--- config.mk ---
export PLATFORM = sky130hd
export DESIGN_NAME = ser_tx_scheduler
export DESIGN_NICKNAME = d
export VERILOG_FILES = /design/src/rtl/ser_pkg.sv /design/src/rtl/ser_tx_scheduler_rr_arbiter.sv /design/src/rtl/ser_tx_scheduler.sv
export SDC_FILE = /design/constraint.sdc
export NUM_CORES = 1
export LEC_CHECK = 0
export BUFFER_PORTS_ARGS = -buffer_cell sky130_fd_sc_hd__buf_2
export CAP_MARGIN = 25
export CORE_UTILIZATION = 30
export DETAILED_ROUTE_END_ITERATION = 8
export GPL_TIMING_DRIVEN = 0
export PLACE_DENSITY = 0.59
export SYNTH_ARGS = -nofsm -noshare
export SYNTH_HDL_FRONTEND = slang
export SYNTH_SLANG_ARGS = --single-unit
--- constraint.sdc ---
create_clock -name i_Clk -period 5.62 [get_ports i_Clk]
set_clock_uncertainty 0.1 [all_clocks]
set_input_delay 1.124 -clock i_Clk [delete_from_list [all_inputs] [get_ports i_Clk]]
set_output_delay 1.124 -clock i_Clk [all_outputs]
set_load 0.01 [all_outputs]
--- src/rtl/ser_pkg.sv ---
// Shared constants and types for the serial transmit scheduler.
package ser_pkg;

  localparam logic [7:0] K28_5 = 8'hBC;

  typedef enum logic {
    ALIGN,
    RUN
  } tx_state_t;

endpackage

--- src/rtl/ser_tx_scheduler_rr_arbiter.sv ---
// Round-robin arbiter: first request at or after ptr wins (wrapping).
module rr_arbiter #(
  parameter int N = 4,
  localparam int IW = $clog2(N)
) (
  input  logic [N-1:0]  req,
  input  logic [IW-1:0] ptr,
  output logic [N-1:0]  gnt,
  output logic [IW-1:0] idx,
  output logic          any
);

  localparam logic [IW:0] NW = (IW+1)'(N);

  logic [IW:0]   sum;
  logic [IW-1:0] j;

  always_comb begin
    gnt = '0;
    idx = '0;
    any = 1'b0;
    sum = '0;
    j   = '0;
    for (int i = 0; i < N; i++) begin
      // ptr < N, so one subtraction is enough to wrap
      sum = {1'b0, ptr} + (IW+1)'(i);
      if (sum >= NW)
        sum = sum - NW;
      j = sum[IW-1:0];
      if (!any && req[j]) begin
        any    = 1'b1;
        gnt[j] = 1'b1;
        idx    = j;
      end
    end
  end

endmodule

--- src/rtl/ser_tx_scheduler.sv ---
// Lane scheduler ahead of the 8b/10b encoder: alignment, RR arbitration, commas.
// Define SER_TX_PKT_LOCK_EN to hold the grant until a packet's last character.
module ser_tx_scheduler
  import ser_pkg::*;
#(
  parameter int NUM_REQ        = 4,
  parameter int DATA_WIDTH     = 8,
  parameter int ALIGN_CNT      = 16,
  parameter int COMMA_INTERVAL = 256,
  localparam int IW = $clog2(NUM_REQ)
) (
  input  logic                          i_Clk,
  input  logic                          i_Rst_n,
  input  logic                          i_Slot,
  input  logic                          i_Retrain,
  input  logic [NUM_REQ-1:0]            i_Req_Valid,
  input  logic [NUM_REQ*DATA_WIDTH-1:0] i_Req_Data,
  input  logic [NUM_REQ-1:0]            i_Req_K,
  input  logic [NUM_REQ-1:0]            i_Req_Last,
  output logic [NUM_REQ-1:0]            o_Req_Ready,
  output logic [DATA_WIDTH-1:0]         o_Tx_Data,
  output logic                          o_Tx_K,
  output logic [IW-1:0]                 o_Grant_Id,
  output logic                          o_Link_Up
);

  localparam int AW = $clog2(ALIGN_CNT + 1);
  localparam int CW = $clog2(COMMA_INTERVAL);

  localparam logic [AW-1:0] ALIGN_LAST = AW'(ALIGN_CNT - 1);
  localparam logic [CW-1:0] COMMA_LAST = CW'(COMMA_INTERVAL - 1);
  localparam logic [IW-1:0] PTR_LAST   = IW'(NUM_REQ - 1);

  tx_state_t     state;
  logic [AW-1:0] align_cnt;
  logic [CW-1:0] comma_cnt;
  logic [IW-1:0] rr_ptr;

  logic [NUM_REQ-1:0] elig;
  logic [NUM_REQ-1:0] req;
  logic [NUM_REQ-1:0] gnt;
  logic [IW-1:0]      gnt_idx;
  logic               gnt_any;

  logic comma_due;
  logic send;
  logic idle;
  logic xfer;

  logic [DATA_WIDTH-1:0] data_sel;
  logic                  k_sel;
  logic                  last_sel;

`ifdef SER_TX_PKT_LOCK_EN
  logic          lock_vld;
  logic [IW-1:0] lock_id;

  always_comb begin
    elig = '0;
    if (lock_vld)
      elig[lock_id] = 1'b1;
    else
      elig = '1;
  end

  always_ff @(posedge i_Clk or negedge i_Rst_n) begin
    if (!i_Rst_n) begin
      lock_vld <= 1'b0;
      lock_id  <= '0;
    end else if (i_Retrain) begin
      lock_vld <= 1'b0;
    end else if (xfer) begin
      lock_vld <= ~last_sel;
      lock_id  <= gnt_idx;
    end
  end
`else
  logic unused_last;

  assign elig        = '1;
  assign unused_last = last_sel;
`endif

  assign req = i_Req_Valid & elig;

  rr_arbiter #(
    .N (NUM_REQ)
  ) u_arb (
    .req (req),
    .ptr (rr_ptr),
    .gnt (gnt),
    .idx (gnt_idx),
    .any (gnt_any)
  );

  always_comb begin
    data_sel = '0;
    k_sel    = 1'b0;
    last_sel = 1'b0;
    for (int r = 0; r < NUM_REQ; r++) begin
      if (gnt[r]) begin
        data_sel = i_Req_Data[r*DATA_WIDTH +: DATA_WIDTH];
        k_sel    = i_Req_K[r];
        last_sel = i_Req_Last[r];
      end
    end
  end

  // the three RUN slot rules are made mutually exclusive here
  assign comma_due = (comma_cnt == COMMA_LAST);
  assign send      = ~comma_due & gnt_any;
  assign idle      = ~comma_due & ~gnt_any;

  assign xfer = i_Slot & ~i_Retrain & (state == RUN) & send;

  assign o_Req_Ready = xfer ? gnt : '0;

  always_ff @(posedge i_Clk or negedge i_Rst_n) begin
    if (!i_Rst_n) begin
      state      <= ALIGN;
      align_cnt  <= '0;
      comma_cnt  <= '0;
      rr_ptr     <= '0;
      o_Tx_Data  <= K28_5;
      o_Tx_K     <= 1'b1;
      o_Grant_Id <= '0;
      o_Link_Up  <= 1'b0;
    end else if (i_Retrain) begin
      state     <= ALIGN;
      align_cnt <= '0;
      comma_cnt <= '0;
      o_Link_Up <= 1'b0;
    end else if (i_Slot) begin
      unique case (state)
        ALIGN: begin
          o_Tx_Data <= K28_5;
          o_Tx_K    <= 1'b1;
          align_cnt <= align_cnt + AW'(1);
          if (align_cnt == ALIGN_LAST) begin
            state     <= RUN;
            o_Link_Up <= 1'b1;
          end
        end
        RUN: begin
          unique case (1'b1)
            comma_due: begin
              o_Tx_Data <= K28_5;
              o_Tx_K    <= 1'b1;
              comma_cnt <= '0;
            end
            send: begin
              o_Tx_Data  <= data_sel;
              o_Tx_K     <= k_sel;
              o_Grant_Id <= gnt_idx;
              rr_ptr     <= (gnt_idx == PTR_LAST) ? '0 : gnt_idx + IW'(1);
              comma_cnt  <= comma_cnt + CW'(1);
            end
            idle: begin
              o_Tx_Data <= K28_5;
              o_Tx_K    <= 1'b1;
              comma_cnt <= '0;
            end
          endcase
        end
      endcase
    end
  end

endmodule

======== Yosys cells after proc, flatten, opt, wreduce, memory -nomap -nowiden ========
Cells that the tools add are included.
Widths: inputs -> output; s select.
word-level totals
  register bits after elaboration ......... 28
  bits of input ports ..................... 48
  output and inout port bits .............. 16
  logic and storage cells ................. 126
operators by class
  add/sub/neg operators ................... 10
  magnitude comparators ................... 12
  equality and inequality tests ........... 4
  muxes and demuxes ....................... 61
  bitwise logic cells ..................... 12
  reductions and logical operators ........ 19
operators with widths
  kind                 number
  $mux 8               7
  $pmux 8 s2           3
  $mux 1               24
  $mux 4               5
  $mux 2               9
  $mux 5               3
  $lt 2x3->1 const B   4
  $or 4x4->4           3
  $ge 3x3->1 const B   3
  $add 8x1->8 const B  1
  $bmux 1 s2           4
  $demux 1 s2          4
  $eq 8x8->1 const B   1
  $ge 2x1->1 const B   4
  $sub 2x1->2 const B  4
  $logic_and 1x1->1    7
  $add 2x2->3 const B  2
  $reduce_and 2->1     3
  $reduce_bool 2->1    3
  $add 5x1->5 const B  1
  $and 1x1->1          5
  $eq 5x4->1 const B   1
  $not 1->1            4
  $pmux 1 s2           2
  9 further kinds      11

======== Depth between registers and ports, before layout ========
  depth in word-level cells ............... 21
  gate-level depth with buffers ........... 13
  mapped depth without buffers ............ 9

======== By module ========
A second synthesis with hierarchy kept.
second synthesis, totals
  cells, all modules ...................... 205
  area total of the unflattened synthesis .. 1,993.2 um^2
modules (own cells, without submodules)
  module            instances  cells each  area an instance (um^2)  seq. area each (um^2)
  ser_tx_scheduler  1          160         1,574.0                  708.2
  rr_arbiter        1          45          419.2                    0.0

======== Worst setup path before layout ========
OpenSTA, ideal clock, no wires.
  path type ............................... register to output
  start point ............................. register with a tool-made name
  end point ............................... output o_Req_Ready[1]
  data arrival time ....................... 2.852 ns
  data required time ...................... 4.396 ns
  slack ................................... 1.544 ns
  stages on the path, launching flop included .. 12
  buffers on the path ..................... 4
  path through ............................ dfrtp_1 -> buf_6 -> clkbuf_1 -> inv_1 -> ha_1 -> buf_2 -> mux4_2 -> or3_4 -> nor2_8 -> o2bb2ai_2 -> buf_2 -> and2_1
RTL lines
  item              line                    RTL
  end: declaration  ser_tx_scheduler.sv:20  output logic [NUM_REQ-1:0] o_Req_Ready,

==> results.ini <==
[outcome]
status=finished with violations
failed_checks=design-rule violations

[worst_setup_path]
worstSetupPathType=reg2out
arrival_ns=3.83
path_buf_inv=6
start_kind=flop
crit_chain=buf_6 -> clkbuf_1 -> inv_1 -> ha_1 -> buf_2 -> mux4_2 -> or3_4 -> o21ai_2 -> buf_2 -> nor2_1 -> buf_2
crit_path_frequent_cell=buf_2
regToRegEndpoint=o_Tx_Data[0]
regToRegSetupSlack_ns=1.69
path_delay_family=buffers and inverters
max_stage_delay_ns=0.48
cp-end-kind=primary output
ff2ff_path_depth=13
cp_max_fo=10
crit_slowest_cell=dfrtp_1
critPathRequiredTime_ns=4.40
cp.depth=11

[clock_network]
clk_pin_slew_worst_paths_ns=0.09
cts_hold_buffers=0
cts_inserted_buffers=3
worst_skew_pair.late_latency_ns=0.27
htreeDepth=1
cts_tree=built
cts-root-buf=clkbuf_8
cts_resized=0
clock_sinks=28
postCtsSetupBuffers=0
clockBufferDepth=2

[synth]
synthMuxAreaShare_pct=7.316
synthSimpleGateAreaFrac_pct=18.20
syn_area_um2=2069
ys_warn_count=0
synth_fp_nets=278
syn_area_per_cell_um2=9.407
synth_enable_flop_cells=0
yosysSeqAreaShare_pct=34.22
synth-adder-area-share_pct=6.046
ys_ff_latch=28
async_reset_ff_share_pct=100.0
yosysUniqueCellTypes=49
syn_inst=220
yosys.area_share.xor_xnor_pct=1.693
synthFlopType=dfrtp_1
synth_compound_area_share_pct=27.93
synth_top_family_by_area=compound AO/OA/AOI/OAI gates

[timing]
hold_violations=0
whs_ns=0.3873
fin_tns_setup_ns=0
post-route-period-util_pct=89.96
setup_viol=0
rsz0062_at_grt=false
slew_viol_final=0
layout_min_cycle_time_ns=5.056
tightest_slew_ns=1.008
max_freq_mhz=197.8
relSlewSlack_pct=32.81

[global_route]
overflow=0
grt_use_total_pct=15.48
grt_pass1_vias=1888
grt_antenna_before_repair=0
grt_pass1_wl_mm=9.059
grt_max_degree=29

[route]
vias=1890
drcViolationCount=1
postRouteAntennaNets=0
viasPerCell=5.265
drt_iter0_drc=62
wire_per_inst_um=14.80
first_pass_iters=6
drt_wl_total_mm=5.314

[floorplanning]
io_pins=64
row_count=29
dieArea_um2=7234
initial_core_util_pct=31.86
core_area_um2=6495
die_w_um=85.06
die_h_um=85.06

[pwr]
pwr-share-comb_pct=29.7
ir_drop_mv=0.05070
power_density_nw_per_um2=181.2
p_switching_uw=141.7
switching_share_pct=31.25
p_int_uw=311.6
p_leak_nw=1.149
seq_power_share_pct=45.9
clkPwrFrac_pct=24.3
total_power_uw=453.2

[final_layout]
antenna_cells=0
design_area_um2=2501
area_growth_pct=20.86
finalNetCount=341
drive_gt1_share_pct=30.14
fin_cells=359

[min_path]
holdPathStages=1
holdPathEnd=o_Grant_Id[1]
hp-start=o_Grant_Id[1]
hold_path_class=reg2reg

[placed_design]
hpwl_mm=4.122
placed_area_um2=2456
placedCellCount=355
portBuffers=58
routabilityCongestion=0.7665

[flow_run]
max_cap_viol_count=0

## flip-flops by register name (all words and copies together), names as in the netlist, named ones only
name	flops
comma_cnt	8
o_Tx_Data	8
align_cnt	5
o_Grant_Id	2
o_Link_Up	1
o_Tx_K	1
rr_ptr	1
state	1
## layout by cell type, fill, tap and decap left out, types with 4 or more instances in the layout
cell type  netlist  layout
dfrtp_1         22      22
a221o_1          7       7
dfstp_2          6       6
inv_1            7       7
a21o_1           8       8
nor2_1          18      18
o21ai_1         11      11
a22oi_1          4       4
and3_1           7       7
o221a_1          6       6
o31ai_1          4       4
mux2i_1          5       5
a21oi_1          8       8
clkbuf_1         6       7
nand2b_1        10      10
mux4_2           4       4
a221oi_1         4       4
o21ai_0         10      10
buf_2            4      62
ha_1            10      10
nor2b_1          8       8
nand2_1         14      14
## per-stage QoR
step	setup slack (ns)	utilization (%)
5_1_grt	0.2703	38.51
2_1_floorplan	1.544	-
3_3_place_gp	0.8902	37.82
6_report	0.5640	38.51
3_5_place_dp	0.8725	37.82
4_1_cts	0.5444	38.51
## per-layer routing
layer / wire (um) / GRT usage (%)
met1: 2550 / 21.86
met2: 2544 / 25.07
met3: 199 / 1.751
met4: 20 / 4.314
met5: 0 / 0
## cell families after synthesis
logic type,after synthesis
compound gates,78
simple gates,70
flops,28
buf+inv,20
mux,10
fa+ha+maj,10
xor+xnor,4
## cells in the mapped netlist, types with 2 or more instances
library cell | instances | area share [%]
inv_1 | 7 | 1.3
a211oi_1 | 2 | 0.73
a22o_1 | 2 | 0.85
a22oi_1 | 4 | 1.5
o22ai_1 | 2 | 0.60
nor2_1 | 18 | 3.3
o21ai_0 | 10 | 2.4
a21oi_1 | 8 | 1.9
o221a_1 | 6 | 3.3
clkbuf_1 | 6 | 1.1
dfrtp_1 | 22 | 27
a21o_1 | 8 | 2.9
nor2b_1 | 8 | 2.4
xnor2_1 | 2 | 0.85
o31ai_1 | 4 | 1.5
buf_2 | 4 | 0.97
buf_6 | 2 | 1.1
nor3b_1 | 2 | 0.73
nand2_1 | 14 | 2.5
a221o_1 | 7 | 3.4
mux4_2 | 4 | 4.4
mux2i_1 | 5 | 2.4
and3_1 | 7 | 2.1
and2_1 | 2 | 0.60
nand2b_1 | 10 | 3.0
o21ai_1 | 11 | 2.7
a221oi_1 | 4 | 1.7
ha_1 | 10 | 6.0
o21a_1 | 2 | 0.73
nor3_1 | 2 | 0.48
dfstp_2 | 6 | 7.6
xor2_1 | 2 | 0.85
## power groups by stage
| stage | Sequential, mW | Clock (mW) | Combinational [mW] |
|---|---|---|---|
| 6_report | 0.208 | 0.110 | 0.135 |
| 5_1_grt | 0.209 | 0.121 | 0.152 |
| 3_3_place_gp | 0.212 | 0 | 0.134 |
| 3_5_place_dp | 0.212 | 0 | 0.135 |
| 2_1_floorplan | 0.211 | 0 | 0.0886 |
| 4_1_cts | 0.208 | 0.115 | 0.135 |
## layout make-up
class	count	area [um2]
inverter	8	30.03
clock buffer	4	45.04
buffer	12	65.06
fill	670	3994
timing repair buffer	58	290.3
sequential	28	708.2
multi-input combinational	172	1266
tap	77	96.34
## worst max-delay path by stage
stage,start,end,slack [ns]
2_1_floorplan,flop,o_Req_Ready[1],1.54
5_1_grt,flop,o_Req_Ready[3],0.27
6_report,flop,o_Req_Ready[3],0.56
3_3_place_gp,flop,o_Req_Ready[3],0.89
3_5_place_dp,flop,o_Req_Ready[3],0.87
4_1_cts,flop,o_Req_Ready[3],0.54
No activity file was read; power rests on OpenSTA's default activity.
